`config.mk`:
```
export PLATFORM = sky130hd
export DESIGN_NAME = mdu_rsv_station
export DESIGN_NICKNAME = d
export VERILOG_FILES = /design/src/rtl/rv32i_types.sv /design/src/rtl/mdu_rsv_select.sv /design/src/rtl/mdu_rsv_station.sv
export SDC_FILE = /design/constraint.sdc
export NUM_CORES = 1
export LEC_CHECK = 0
export ABC_AREA = 1
export BUFFER_PORTS_ARGS = -buffer_cell sky130_fd_sc_hd__buf_2
export CELL_PAD_IN_SITES_DETAIL_PLACEMENT = 1
export CELL_PAD_IN_SITES_GLOBAL_PLACEMENT = 1
export CORE_ASPECT_RATIO = 1.2
export CORE_MARGIN = 2
export CORE_UTILIZATION = 44
export DETAILED_ROUTE_END_ITERATION = 10
export GPL_TIMING_DRIVEN = 1
export PLACE_DENSITY_LB_ADDON = 0.1
export SETUP_SLACK_MARGIN = 0.4
export SLEW_MARGIN = 20
export SYNTH_ARGS = -nofsm -noshare
export SYNTH_HDL_FRONTEND = slang
export SYNTH_SLANG_ARGS = --single-unit
```
`constraint.sdc`:
```
create_clock -name clk -period 6.5 [get_ports clk]
set_input_delay 0.975 -clock clk [delete_from_list [all_inputs] [get_ports clk]]
set_output_delay 0.975 -clock clk [all_outputs]
set_load 0.1 [all_outputs]
```
`src/rtl/rv32i_types.sv`:
```
// Shared RV32I core types: MDU opcode encodings and reservation-station entry layout.
package rv32i_types;

    localparam int XLEN         = 32;
    localparam int RV_TAG_W     = 6;
    localparam int RV_ROB_PTR_W = 4;
    localparam int RV_MDU_OPC_W = 3;

    typedef enum logic [RV_MDU_OPC_W-1:0] {
        mdu_op_mul    = 3'd0,
        mdu_op_mulh   = 3'd1,
        mdu_op_mulhsu = 3'd2,
        mdu_op_mulhu  = 3'd3,
        mdu_op_div    = 3'd4,
        mdu_op_divu   = 3'd5,
        mdu_op_rem    = 3'd6,
        mdu_op_remu   = 3'd7
    } mdu_op_t;

    typedef struct packed {
        logic                rdy;
        logic [RV_TAG_W-1:0] tag;
        logic [XLEN-1:0]     data;
    } rsv_src_t;

    typedef struct packed {
        logic                    valid;
        logic [RV_MDU_OPC_W-1:0] opc;
        logic [RV_TAG_W-1:0]     tag;
        logic [RV_ROB_PTR_W-1:0] inst_id;
        rsv_src_t                src1;
        rsv_src_t                src2;
    } mdu_rsv_entry_t;

    // CDB snoop for one source: tag 0 is the hardwired x0 and never wakes anything.
    function automatic rsv_src_t rsv_wake(input rsv_src_t s, input logic cdb_v,
                                          input logic [RV_TAG_W-1:0] cdb_t,
                                          input logic [XLEN-1:0] cdb_d);
        rsv_src_t r;
        r = s;
        if (cdb_v && (cdb_t != '0) && (cdb_t == s.tag) && !s.rdy) begin
            r.rdy  = 1'b1;
            r.data = cdb_d;
        end
        return r;
    endfunction

endpackage

```
`src/rtl/mdu_rsv_select.sv`:
```
// Lowest-index-ready priority encoder; index 0 is the oldest station entry.
module mdu_rsv_select
    import rv32i_types::*;
#(
    parameter int N     = 4,
    parameter int IDX_W = $clog2(N)
) (
    input  logic [N-1:0]     i_ready,
    output logic [N-1:0]     o_onehot,
    output logic [IDX_W-1:0] o_idx
);

    // NOTE: every output gets a default before the loop so no latch is inferred.
    always_comb begin
        o_onehot = '0;
        o_idx    = '0;
        for (int i = N - 1; i >= 0; i--) begin
            if (i_ready[i]) begin
                o_onehot    = '0;
                o_onehot[i] = 1'b1;
                o_idx       = IDX_W'(i);
            end
        end
    end

endmodule

```
`src/rtl/mdu_rsv_station.sv`:
```
// Collapsing reservation station for the MDU: CDB operand capture, oldest-ready issue.
module mdu_rsv_station
    import rv32i_types::*;
#(
    parameter int DEPTH     = 4,
    parameter int TAG_W     = RV_TAG_W,
    parameter int ROB_PTR_W = RV_ROB_PTR_W,
    parameter int OPC_W     = RV_MDU_OPC_W
) (
    input  logic                 clk,
    input  logic                 rst_n,
    input  logic                 flush,
    input  logic                 disp_req,
    output logic                 disp_rdy,
    input  logic [OPC_W-1:0]     disp_opc,
    input  logic [TAG_W-1:0]     disp_tag,
    input  logic [ROB_PTR_W-1:0] disp_inst_id,
    input  logic                 disp_src1_rdy,
    input  logic                 disp_src2_rdy,
    input  logic [31:0]          disp_src1,
    input  logic [31:0]          disp_src2,
    input  logic [TAG_W-1:0]     disp_src1_tag,
    input  logic [TAG_W-1:0]     disp_src2_tag,
    input  logic                 cdb_valid,
    input  logic [TAG_W-1:0]     cdb_tag,
    input  logic [31:0]          cdb_wdata,
    output logic                 iss_req,
    input  logic                 iss_rdy,
    output logic [OPC_W-1:0]     iss_opc,
    output logic [31:0]          iss_src1,
    output logic [31:0]          iss_src2,
    output logic [TAG_W-1:0]     iss_tag,
    output logic [ROB_PTR_W-1:0] iss_inst_id
);

    localparam int IDX_W = $clog2(DEPTH);
    localparam int CNT_W = $clog2(DEPTH + 1);

    mdu_rsv_entry_t   r_ent [DEPTH];
    logic [CNT_W-1:0] r_count;

    mdu_rsv_entry_t   w_next [DEPTH];
    mdu_rsv_entry_t   w_new;
    logic [DEPTH-1:0] w_ready;
    logic [DEPTH-1:0] w_sel_oh;
    logic [IDX_W-1:0] w_sel_idx;
    logic             w_sel_vld;
    logic             w_issue;
    logic             w_disp;
    logic [CNT_W-1:0] w_wr_pos;

    always_comb begin
        for (int i = 0; i < DEPTH; i++)
            w_ready[i] = r_ent[i].valid & r_ent[i].src1.rdy & r_ent[i].src2.rdy;
    end

    mdu_rsv_select #(.N(DEPTH), .IDX_W(IDX_W)) u_select (
        .i_ready  (w_ready),
        .o_onehot (w_sel_oh),
        .o_idx    (w_sel_idx)
    );

    always_comb begin
        w_sel_vld   = 1'b0;
        iss_opc     = '0;
        iss_src1    = '0;
        iss_src2    = '0;
        iss_tag     = '0;
        iss_inst_id = '0;
        for (int i = 0; i < DEPTH; i++) begin
            if (w_sel_oh[i]) begin
                w_sel_vld   = r_ent[i].valid;
                iss_opc     = r_ent[i].opc;
                iss_src1    = r_ent[i].src1.data;
                iss_src2    = r_ent[i].src2.data;
                iss_tag     = r_ent[i].tag;
                iss_inst_id = r_ent[i].inst_id;
            end
        end
    end

    assign iss_req  = w_sel_vld & ~flush;
    assign disp_rdy = (r_count != CNT_W'(DEPTH)) & ~flush;
    assign w_issue  = iss_req & iss_rdy;
    assign w_disp   = disp_req & disp_rdy;
    assign w_wr_pos = r_count - CNT_W'(w_issue);

    always_comb begin
        w_new           = '0;
        w_new.valid     = 1'b1;
        w_new.opc       = disp_opc;
        w_new.tag       = disp_tag;
        w_new.inst_id   = disp_inst_id;
        w_new.src1.rdy  = disp_src1_rdy;
        w_new.src1.tag  = disp_src1_tag;
        w_new.src1.data = disp_src1;
        w_new.src2.rdy  = disp_src2_rdy;
        w_new.src2.tag  = disp_src2_tag;
        w_new.src2.data = disp_src2;
        w_new.src1      = rsv_wake(w_new.src1, cdb_valid, cdb_tag, cdb_wdata);
        w_new.src2      = rsv_wake(w_new.src2, cdb_valid, cdb_tag, cdb_wdata);
    end

    // Collapse first, then wake, so a capture follows its entry to the new slot.
    always_comb begin
        for (int i = 0; i < DEPTH; i++) begin
            w_next[i] = r_ent[i];
            if (w_issue && (IDX_W'(i) >= w_sel_idx)) begin
                w_next[i] = r_ent[(i + 1) % DEPTH];
                if (i == DEPTH - 1)
                    w_next[i].valid = 1'b0;
            end
            w_next[i].src1 = rsv_wake(w_next[i].src1, cdb_valid, cdb_tag, cdb_wdata);
            w_next[i].src2 = rsv_wake(w_next[i].src2, cdb_valid, cdb_tag, cdb_wdata);
            if (w_disp && (CNT_W'(i) == w_wr_pos))
                w_next[i] = w_new;
        end
    end

    // NOTE: only valid bits are reset; payload is don't-care while its entry is invalid.
    always_ff @(posedge clk) begin
        if (!rst_n || flush) begin
            r_count <= '0;
            for (int i = 0; i < DEPTH; i++)
                r_ent[i].valid <= 1'b0;
        end else begin
            r_count <= r_count + CNT_W'(w_disp) - CNT_W'(w_issue);
            r_ent   <= w_next;
        end
    end

endmodule

```
# ---- After elaboration in Yosys (flattened, before gate mapping)
# Index checks and enable logic that the tools add are counted.
dict set report totals {
  output_inout_bits 79
  register_bits 371
  elab_cells 203
  inputBits 135
}
dict set report classes {
  n_eq_ne 14
  add_sub_neg 3
  n_bitwise 14
  n_mux 60
  magnitude_cmp 4
  reduce_logical 67
}
# cell n
set ops {}
lappend ops {{92-bit 2-to-1 mux} 8}
lappend ops {{32-bit 2-to-1 mux} 18}
lappend ops {{6-bit == test} 10}
lappend ops {{4-bit 2-to-1 mux} 8}
lappend ops {{1-bit logical AND} 29}
lappend ops {{6-bit 2-to-1 mux} 4}
lappend ops {{2-bit AND reduction} 12}
lappend ops {{3-bit nonzero test} 8}
lappend ops {{1-bit 2-to-1 mux} 14}
lappend ops {{1-bit AND} 12}
lappend ops {{3-bit 2-to-1 mux} 4}
lappend ops {{1-bit logical NOT} 11}
lappend ops {{2-bit 2-to-1 mux} 4}
lappend ops {{2-bit nonzero test} 4}
lappend ops {{2-bit by 3-bit == test with 1-bit output, first input constant} 2}
lappend ops {{6-bit nonzero test} 1}
lappend ops {{3-bit by 1-bit subtractor with 3-bit output} 2}
lappend ops {{1-bit by 2-bit >= comparator with 1-bit output, first input constant} 2}
lappend ops {{2-bit >= comparator, first input constant} 2}
lappend ops {{3-bit by 1-bit adder with 3-bit output} 1}
lappend ops {{1-bit by 3-bit == test with 1-bit output, first input constant} 1}
lappend ops {{3-bit logical NOT} 1}
lappend ops {{3-bit != test, second input constant} 1}
lappend ops {{1-bit inverter} 2}
lappend ops {{1-bit logical OR} 1}

# ---- Logic depth before layout (Yosys ltp)
# Gate-level depths: netlist of the first run.
dict set report logic_depth {
  ltp_word 19
  depth_mapped 21
  mapped_depth_nobuf 17
}

# ---- Modules after synthesis
# From an unflattened synthesis of the first run, not the netlist that was laid out.
dict set report hier_totals {
  hier_cells 3579
  area_unflattened_um2 25341.8
}
# mod area_each_um2 n_inst cells_each seq_area_each_um2
set by_module_without_submodules {}
lappend by_module_without_submodules {mdu_rsv_station 25278.0 1 3564 11070.6}
lappend by_module_without_submodules {mdu_rsv_select 63.8 1 15 0.0}

# ---- Worst setup path after synthesis of the first run
# No wires, ideal clock.
dict set report synth_timing {
  kind {input -> register}
  from {input port flush}
  to {register r_ent[100] (netlist bit) (enable)}
  arrival_ns 5.249
  t_required_ns 6.068
  stages 8
  n_path_buf 1
  slack_ns 0.819
  cell_sequence {a31oi_1 -> nand2_1 -> inv_1 -> nand3_1 -> clkbuf_1 -> nand2_1 -> inv_1 -> a21oi_1}
}
dict set report synth_via {
  elab_chain_len 10
}
# element line_no
set synth_lines {}
lappend synth_lines {{from (decl)} mdu_rsv_station.sv:12} ;# input logic flush,
lappend synth_lines {{parallel branches: the longest is 9 deep, another holds 3-bit by 1-bit subtractor with 3-bit output} --}
lappend synth_lines {{2-bit AND reduction (no line) (*)} --}
lappend synth_lines {{to (signal assigned)} mdu_rsv_station.sv:128} ;# r_ent <= w_next;
lappend synth_lines {{to (decl)} mdu_rsv_station.sv:39} ;# mdu_rsv_entry_t r_ent [DEPTH];
# Mark *: on every way between the ends. The select of a mux whose other input is x is not followed.
# A chain may end at the register's enable or synchronous reset.

==> parameters.txt, run 1 <==
Parameter                              Value

Die
  Die outline height ... around 260 um
  Die outline area ... 58,600 um2
  Core region area ... 56,000 um2
  Number of placement rows ... 95
  Die X ... ~220 um
  Number of I/O pins ... 214
  Initial Util ... 44.6%

Routing
  Detailed-route vias per instance ... roughly 6.2
  Number of vias in the routed layout ... 27.2k
  Initial detailed-routing violation count ... 2,741
  Number of iterations in the first detailed-routing pass ... 6
  Routed len/inst ... 25.9 um
  Routed wire length ... 113,000 um
  Routed wl met3 ... 9580 um
  Routed wl met2 ... 53,300 um
  Residual DRC ... 0
  Max layer used ... met4
  Number of antenna-violating nets in the routed design ... 0
  Routed length on met1 ... 43,700 um

Logic synthesis
  Number of enable-type register cells in the synthesized netlist ... between 300 and 400
  Cells after Synth ... 3,541
  Netlist cell types ... 36
  Compound-cell area share of the yosys netlist ... between 6 and 7%
  Flop and latch count out of synthesis ... 371
  Yosys top cell by area ... edfxtp_1
  Share of synthesized cell area in and, or, nand and nor gates ... 40.5%
  Commonest cells in the synthesized netlist ... 1,579 x nand2_1, 692 x nand3_1, 364 x edfxtp_1, 179 x clkbuf_1, 154 x inv_1
  Cell types occupying the most area after synthesis ... edfxtp_1 44%, nand2_1 24%, nand3_1 14%
  Share of synthesized area occupied by flip-flops and latches ... 44.4%
  Post-synthesis area per instance ... 7.04 um2
  Main combinational cell family by area after synthesis ... simple AND/OR/NAND/NOR gates
  Most numerous cell in the Yosys netlist ... nand2_1
  Most used DFF post-synth ... edfxtp_1
  Warning count from the yosys run ... 0
  Post-Synth XOR/XNOR Area ... 0.316%
  Adder-Cell Fraction of Synth Area ... 0.281%
  Async set-or-reset flop fraction in the synthesized netlist ... 0%
  Portion of netlist area occupied by mux cells ... less than 1%
  Synth top area share ... 43.8%
  Net count of the mapped netlist ... 3,681
  Cell area after synthesis ... ~25,000 um2

Min path
  Hold Path Stages ... 2
  Worst min path class ... flip-flop to flip-flop

Cells and area
  Syn-to-layout area delta ... 12.0%
  Post-Layout Cell Count ... 4,365
  Number of nets at the end of the flow ... 3,745
  Antenna diodes ... 0
  Share of final-layout standard cells stronger than drive strength 1 ... 11.1%
  Layout Utilization ... 49.9%

CTS
  # H-tree levels ... 2
  Cell chosen for the clock root ... clkbuf_16
  CTS tree ... yes
  Clock latency on the worst-skew pair ... roughly 600 ps
  TritonCTS Buffers ... 44
  Clock-pin slew on the worst setup and hold paths ... 60 ps
  Hold-fix buffer count after cts ... 0
  Bufs on Longest Clock Path ... 3
  Cts repair resizes ... 0
  CTS Sinks ... around 370
  Count of buffers added by post-CTS timing repair for setup ... 0

Timing
  Unrepaired setup endpoints after global routing ... false
  Fin crit period ... 5390 ps
  Final TNS setup ... 0 ps
  Final worst clock skew ... 17.0 ps
  Worst slew margin ... 20.4%
  Total of endpoints with negative setup slack in the final report ... 0
  Fin crit share ... between 80% and 90%
  Final-report hold violation count ... 0
  Highest attainable clock frequency ... 186 MHz
  Slack of the critical path ... 1110 ps
  Worst-Margin Slew ... 1190 ps
  Number of max-slew violations in the final report ... 0

Setup path
  Top cell by count, worst path ... nand2_1
  CP endpoint kind ... flip-flop
  Delay-heaviest family, CP ... buffers and inverters
  Critical Path Fanout Max ... 50
  Worst reg-to-reg path cell count ... 16
  Data required time of the worst path ... a little under 7000 ps
  Count of buffering cells on the critical path with inverters included ... 4
  Data arrival time of the critical path ... 5720 ps
  Maximum single-stage delay on the critical path ... 1060 ps
  Chain of cells forming the critical path ... nand3_4 > nand2_2 > nor2_1 > nor2_2 > buf_4 > nand2_1 > inv_2 > ha_1 > ha_1 > xor2_1 > nor2_1 > nand3_4 > clkinv_2 > buf_4 > nand2_1 > nand2_1
  Startpoint types ... flip-flop
  Path length in cells of the critical path ... 16
  Kind of critical path ... flip-flop to flip-flop
  Critical Path Slowest Stage Cell ... clkinv_2

Global route
  Residual overflow from global routing ... 0
  Largest net degree at the start of global routing ... 80
  Number of antenna violations at the first check in global routing ... 1
  Tot GR Track Use ... 37.6%
  Wire length of the first global-routing pass ... 170,000 um
  Vias in the first global route ... 28.3k

Power
  Final Total Pwr ... 5640 uW
  Worst ir drop on vdd ... 0.207 mV
  Power per cell area ... 202 nW/um2
  Static leakage ... 0.0127 uW

Placed design
  Count of buffers from port buffering ... 213
  Final weighted congestion of routability-driven global placement ... ~0.94
  Number of placed instances, taps included ... 4,285
  Detailed-placement wirelength estimate ... roughly 67,000 um
  Setup Slack @ Placement ... between 1000 and 1500 ps

Outcome
  Run status ... complete, no violations

Job
  Max-capacitance violation count ... 0
logic make-up after synthesis:
logic type | count (synthesis)
multiplexers | 2
AND/OR/NAND/NOR | 2404
AO/OA/AOI/OAI | 284
flip-flops | 371
adder cells (fa/ha/maj) | 5
buffers and inverters | 466
XOR/XNOR | 9
flip-flops by register name, summed over array words and instances (netlist names):
name and cells:
r_ent 368, r_count 3
final cells by class:
cell class,instances,area [um2]
Tap cell,727,910
Timing Repair Buffer,282,1640
Clock inverter,14,75.1
Multi-Input combinational cell,2704,12200
Sequential cell,371,11100
Inverter,202,761
Clock buffer,65,1270
Fill cell,7214,28000
through the flow:
| step | hold WS (ps) | area [um2] |
|---|---|---|
| floorplan | 451 | 24900 |
| global placement | 475 | 26500 |
| detailed placement | 486 | 26600 |
| CTS | 505 | 27900 |
| global route | 518 | 27900 |
| finish | 510 | 27900 |
report_power, final:
part	leakage, uW	switching [uW]	internal, uW
clock	0.000659	1090	1350
combinational	0.00866	409	122
sequential	0.00337	24.3	2640
total	0.0127	1520	4120
layout by cell type (no fill, tap or decap), types with 44 or more instances in the layout:
cell / instances
nand2_1: 1579
clkbuf_16: 46
nor2_1: 61
inv_1: 152
clkinv_1: 44
buf_2: 213
buf_4: 65
nand3_1: 690
o2111ai_1: 77
edfxtp_1: 364
o21ai_0: 138
worst paths after layout:
path                      startpoint                      end  slack (ps)
max             r_ent[353]$_DFFE_PP_     r_ent[152]$_DFFE_PP_        1110
min          r_ent[275]$_SDFFE_PN0N_  r_ent[275]$_SDFFE_PN0N_         510
max reg2reg     r_ent[353]$_DFFE_PP_     r_ent[152]$_DFFE_PP_        1110
min reg2reg  r_ent[275]$_SDFFE_PN0N_  r_ent[275]$_SDFFE_PN0N_         510
worst reg2reg max path, cell delays in order (launching register included):
cell,delay (ps)
edfxtp_1,830
nand3_4,140
nand2_2,180
nor2_1,80
nor2_2,80
buf_4,330
nand2_1,150
inv_2,140
ha_1,160
ha_1,150
xor2_1,220
nor2_1,150
nand3_4,560
clkinv_2,1100
buf_4,650
nand2_1,120
nand2_1,80
metal layers:
layer,global-route usage (%),vias up
li1,-,12000
met5,0,-
met4,20.4,0
met2,63.3,1563
met3,5.54,331
met1,46.6,13300
(Power assumes the default switching activity.)
==> run 2: changes to the inputs <==
Settings changed: CORE_UTILIZATION 44 to 40.
Clock period 6.5 ns to 4.9 ns, I/O delays scaled along.
==> parameters.txt, run 2 (synthesized netlist as in run 1, its figures left out) <==
Parameter                              Value

Outcome
  Run status ... complete, no violations

Die
  Core region area ... 61,800 um2 (+10%)
  Number of I/O pins ... 214 (unchanged)
  Die outline area ... 64,400 um2 (+9.8%)
  Initial Util ... 40.4% (-4.2 points)
  Number of placement rows ... 100 (+5.3%)
  Die outline height ... 278 um (+4.8%)
  Die X ... 232 um (+4.8%)

Cells and area
  Commonest non-fill, non-tap cell in the layout ... nand2_1
  Syn-to-layout area delta ... 17.2%
  Post-Layout Cell Count ... 4,459 (+2.2%)
  Number of nets at the end of the flow ... 3,755 (+0.27%)
  Number of flip-flops in the largest register ... 368 (unchanged)
  Filler cells ... 7,781 (+7.9%)
  Registers with the most flip-flops ... r_ent x368, r_count x3
  Leading cell types in the layout, fill and taps excluded ... 1,579 x nand2_1, 690 x nand3_1, 364 x edfxtp_1, 152 x inv_1, 138 x o21ai_0
  Share of final-layout standard cells stronger than drive strength 1 ... 11.3% (+0.18 points)
  Register with the most flip-flops ... r_ent
  Antenna diodes ... 0 (unchanged)

Routing
  Number of vias in the routed layout ... 27.1k (-0.39%)
  Residual DRC ... 0 (unchanged)
  Number of antenna-violating nets in the routed design ... 0 (unchanged)
  Detailed-route vias per instance ... 6.07 (-2.5%)
  Routed len/inst ... 26.1 um (+0.80%)
  Initial detailed-routing violation count ... 2,475 (-9.7%)
  Number of iterations in the first detailed-routing pass ... 5 (-1)
  Routed wire length ... 116,000 um (+3.0%)

CTS
  Bufs on Longest Clock Path ... 3 (unchanged)
  Count of buffers added by post-CTS timing repair for setup ... 0 (unchanged)
  CTS tree ... yes
  Hold-fix buffer count after cts ... 0 (unchanged)
  Cell chosen for the clock root ... clkbuf_16
  Clock latency on the worst-skew pair ... 610 ps (about the same)
  TritonCTS Buffers ... 45 (+2.3%)
  # H-tree levels ... 2 (unchanged)
  CTS Sinks ... 371 (unchanged)
  Cts repair resizes ... 1 (+1)
  Clock-pin slew on the worst setup and hold paths ... 60 ps (about the same)

Global route
  Tot GR Track Use ... 35.5% (-2.1 points)
  Wire length of the first global-routing pass ... 174,000 um (+2.0%)
  Largest net degree at the start of global routing ... 113 (+41%)
  Number of antenna violations at the first check in global routing ... 0 (-1)
  Residual overflow from global routing ... 0 (unchanged)
  Vias in the first global route ... 28.1k (-0.73%)

Setup path
  CP endpoint kind ... output pin
  Critical Path Fanout Max ... 33 (-34%)
  RR Endpoint ... r_ent[330]$_DFFE_PP_
  Register-to-Register Setup Slack ... 900 ps (-210 ps)
  Startpoint of the lowest-slack register-to-register path ... r_ent[314]$_DFFE_PP_
  Critical Path Slowest Stage Cell ... inv_2
  Kind of critical path ... flip-flop to output pin
  Data required time of the worst path ... 4160 ps (-2670 ps)
  Maximum single-stage delay on the critical path ... 810 ps (-250 ps)
  Startpoint types ... flip-flop
  Worst reg-to-reg path cell count ... 14 (-2)
  Chain of cells forming the critical path ... nand3_1 > inv_1 > nor2_1 > nand2_1 > inv_2 > buf_12 > nand2_1 > o2111ai_1 > buf_12
  Data arrival time of the critical path ... 3640 ps (-2080 ps)

Min path
  Worst min path class ... input pin to flip-flop
  Hold Path Stages ... 3 (+1)
  Min-delay src ... disp_opc[2]
  Hold endpoint ... r_ent[90]$_DFFE_PP_

Timing
  Final TNS setup ... 0 ps (unchanged)
  Highest attainable clock frequency ... 228 MHz
  Fin crit period ... ~4400 ps
  Fin crit share ... 89.3%
  Total of endpoints with negative setup slack in the final report ... 0 (unchanged)
  Worst-Margin Slew ... 1220 ps (+26.7 ps)
  Unrepaired setup endpoints after global routing ... false
  Final worst clock skew ... 18.9 ps (+1.92 ps)
  Final-report hold violation count ... 0 (unchanged)
  Number of max-slew violations in the final report ... 0 (unchanged)
  Worst slew margin ... 18.6% (-1.8 points)

Power
  Worst ir drop on vdd ... 0.213 mV (+3.1%)
  Static leakage ... 0.0129 uW (+1.7%)
  Power per cell area ... 255 nW/um2 (+26%)

Placed design
  Number of placed instances, taps included ... 4,384 (+2.3%)
  Count of buffers from port buffering ... 213 (unchanged)
  Detailed-placement wirelength estimate ... 67,300 um (+0.33%)
  Final weighted congestion of routability-driven global placement ... 0.860 (-8.6%)

Job
  Max-capacitance violation count ... 0 (unchanged)
-- run 2: cell types whose count changed in the layout (fill, tap and decap cells not counted), sizes merged --
cell,change
clkbuf,-7
buf,+9
bufinv,+1
clkinv,+2
-- run 2: power breakdown --
part | switching, uW | internal, uW
registers | 25.6 | 3510
clock network | 1450 | 1730
logic | 559 | 182
-- run 2: through the flow --
step	hold slack (ps)	cell area (um2)	total power, uW	utilization (%)	setup slack [ps]
6_report	464	29200	7460	47.3	523
5_1_grt	472	29200	7640	47.3	421
4_1_cts	446	29200	7470	47.3	541
3_5_place_dp	482	28000	4320	45.2	938
3_3_place_gp	473	28000	4310	45.2	972
2_1_floorplan	451	25000	3990	-	616
-- run 2: routing by layer --
layer	track usage [%]	part of all wire (%)	routed length (um)	up-vias
met1	44.3	39	45300	13400
met2	59.9	48	56000	1348
li1	-	-	-	12000
met3	5.07	7.8	9080	312
met5	0	0	0	-
met4	17.4	5.1	5890	0
-- run 2: worst max path at each step --
stage	to	from	slack, ps	cells past startpoint
after floorplan	r_ent[0]$_DFFE_PP_	flush	620	16
after global placement	r_ent[136]$_DFFE_PP_	cdb_tag[4]	970	12
after detailed placement	r_ent[137]$_DFFE_PP_	cdb_tag[4]	940	12
after CTS	iss_src1[0]	r_ent[130]$_DFFE_PP_	540	9
after global routing	iss_src1[1]	r_ent[130]$_DFFE_PP_	420	9
final	iss_src1[1]	r_ent[130]$_DFFE_PP_	520	9
-- run 2: critical path, delay by kind of cell, from the launching register on --
family,cells,cell delay [ps]
flip-flops,1,490
AND/OR/NAND/NOR,4,800
AO/OA/AOI/OAI,1,250
buffers and inverters,4,1500
-- run 2: cell type report --
class	count	area (um2)	area share (%)
clock buffers	58	1170	4.02
clock inverters	17	108	0.368
inverters	202	762	2.61
multi-input cells	2704	12200	41.8
flip-flops and latches	371	11100	37.9
well taps	816	1020	3.49
repair buffers	291	2870	9.83
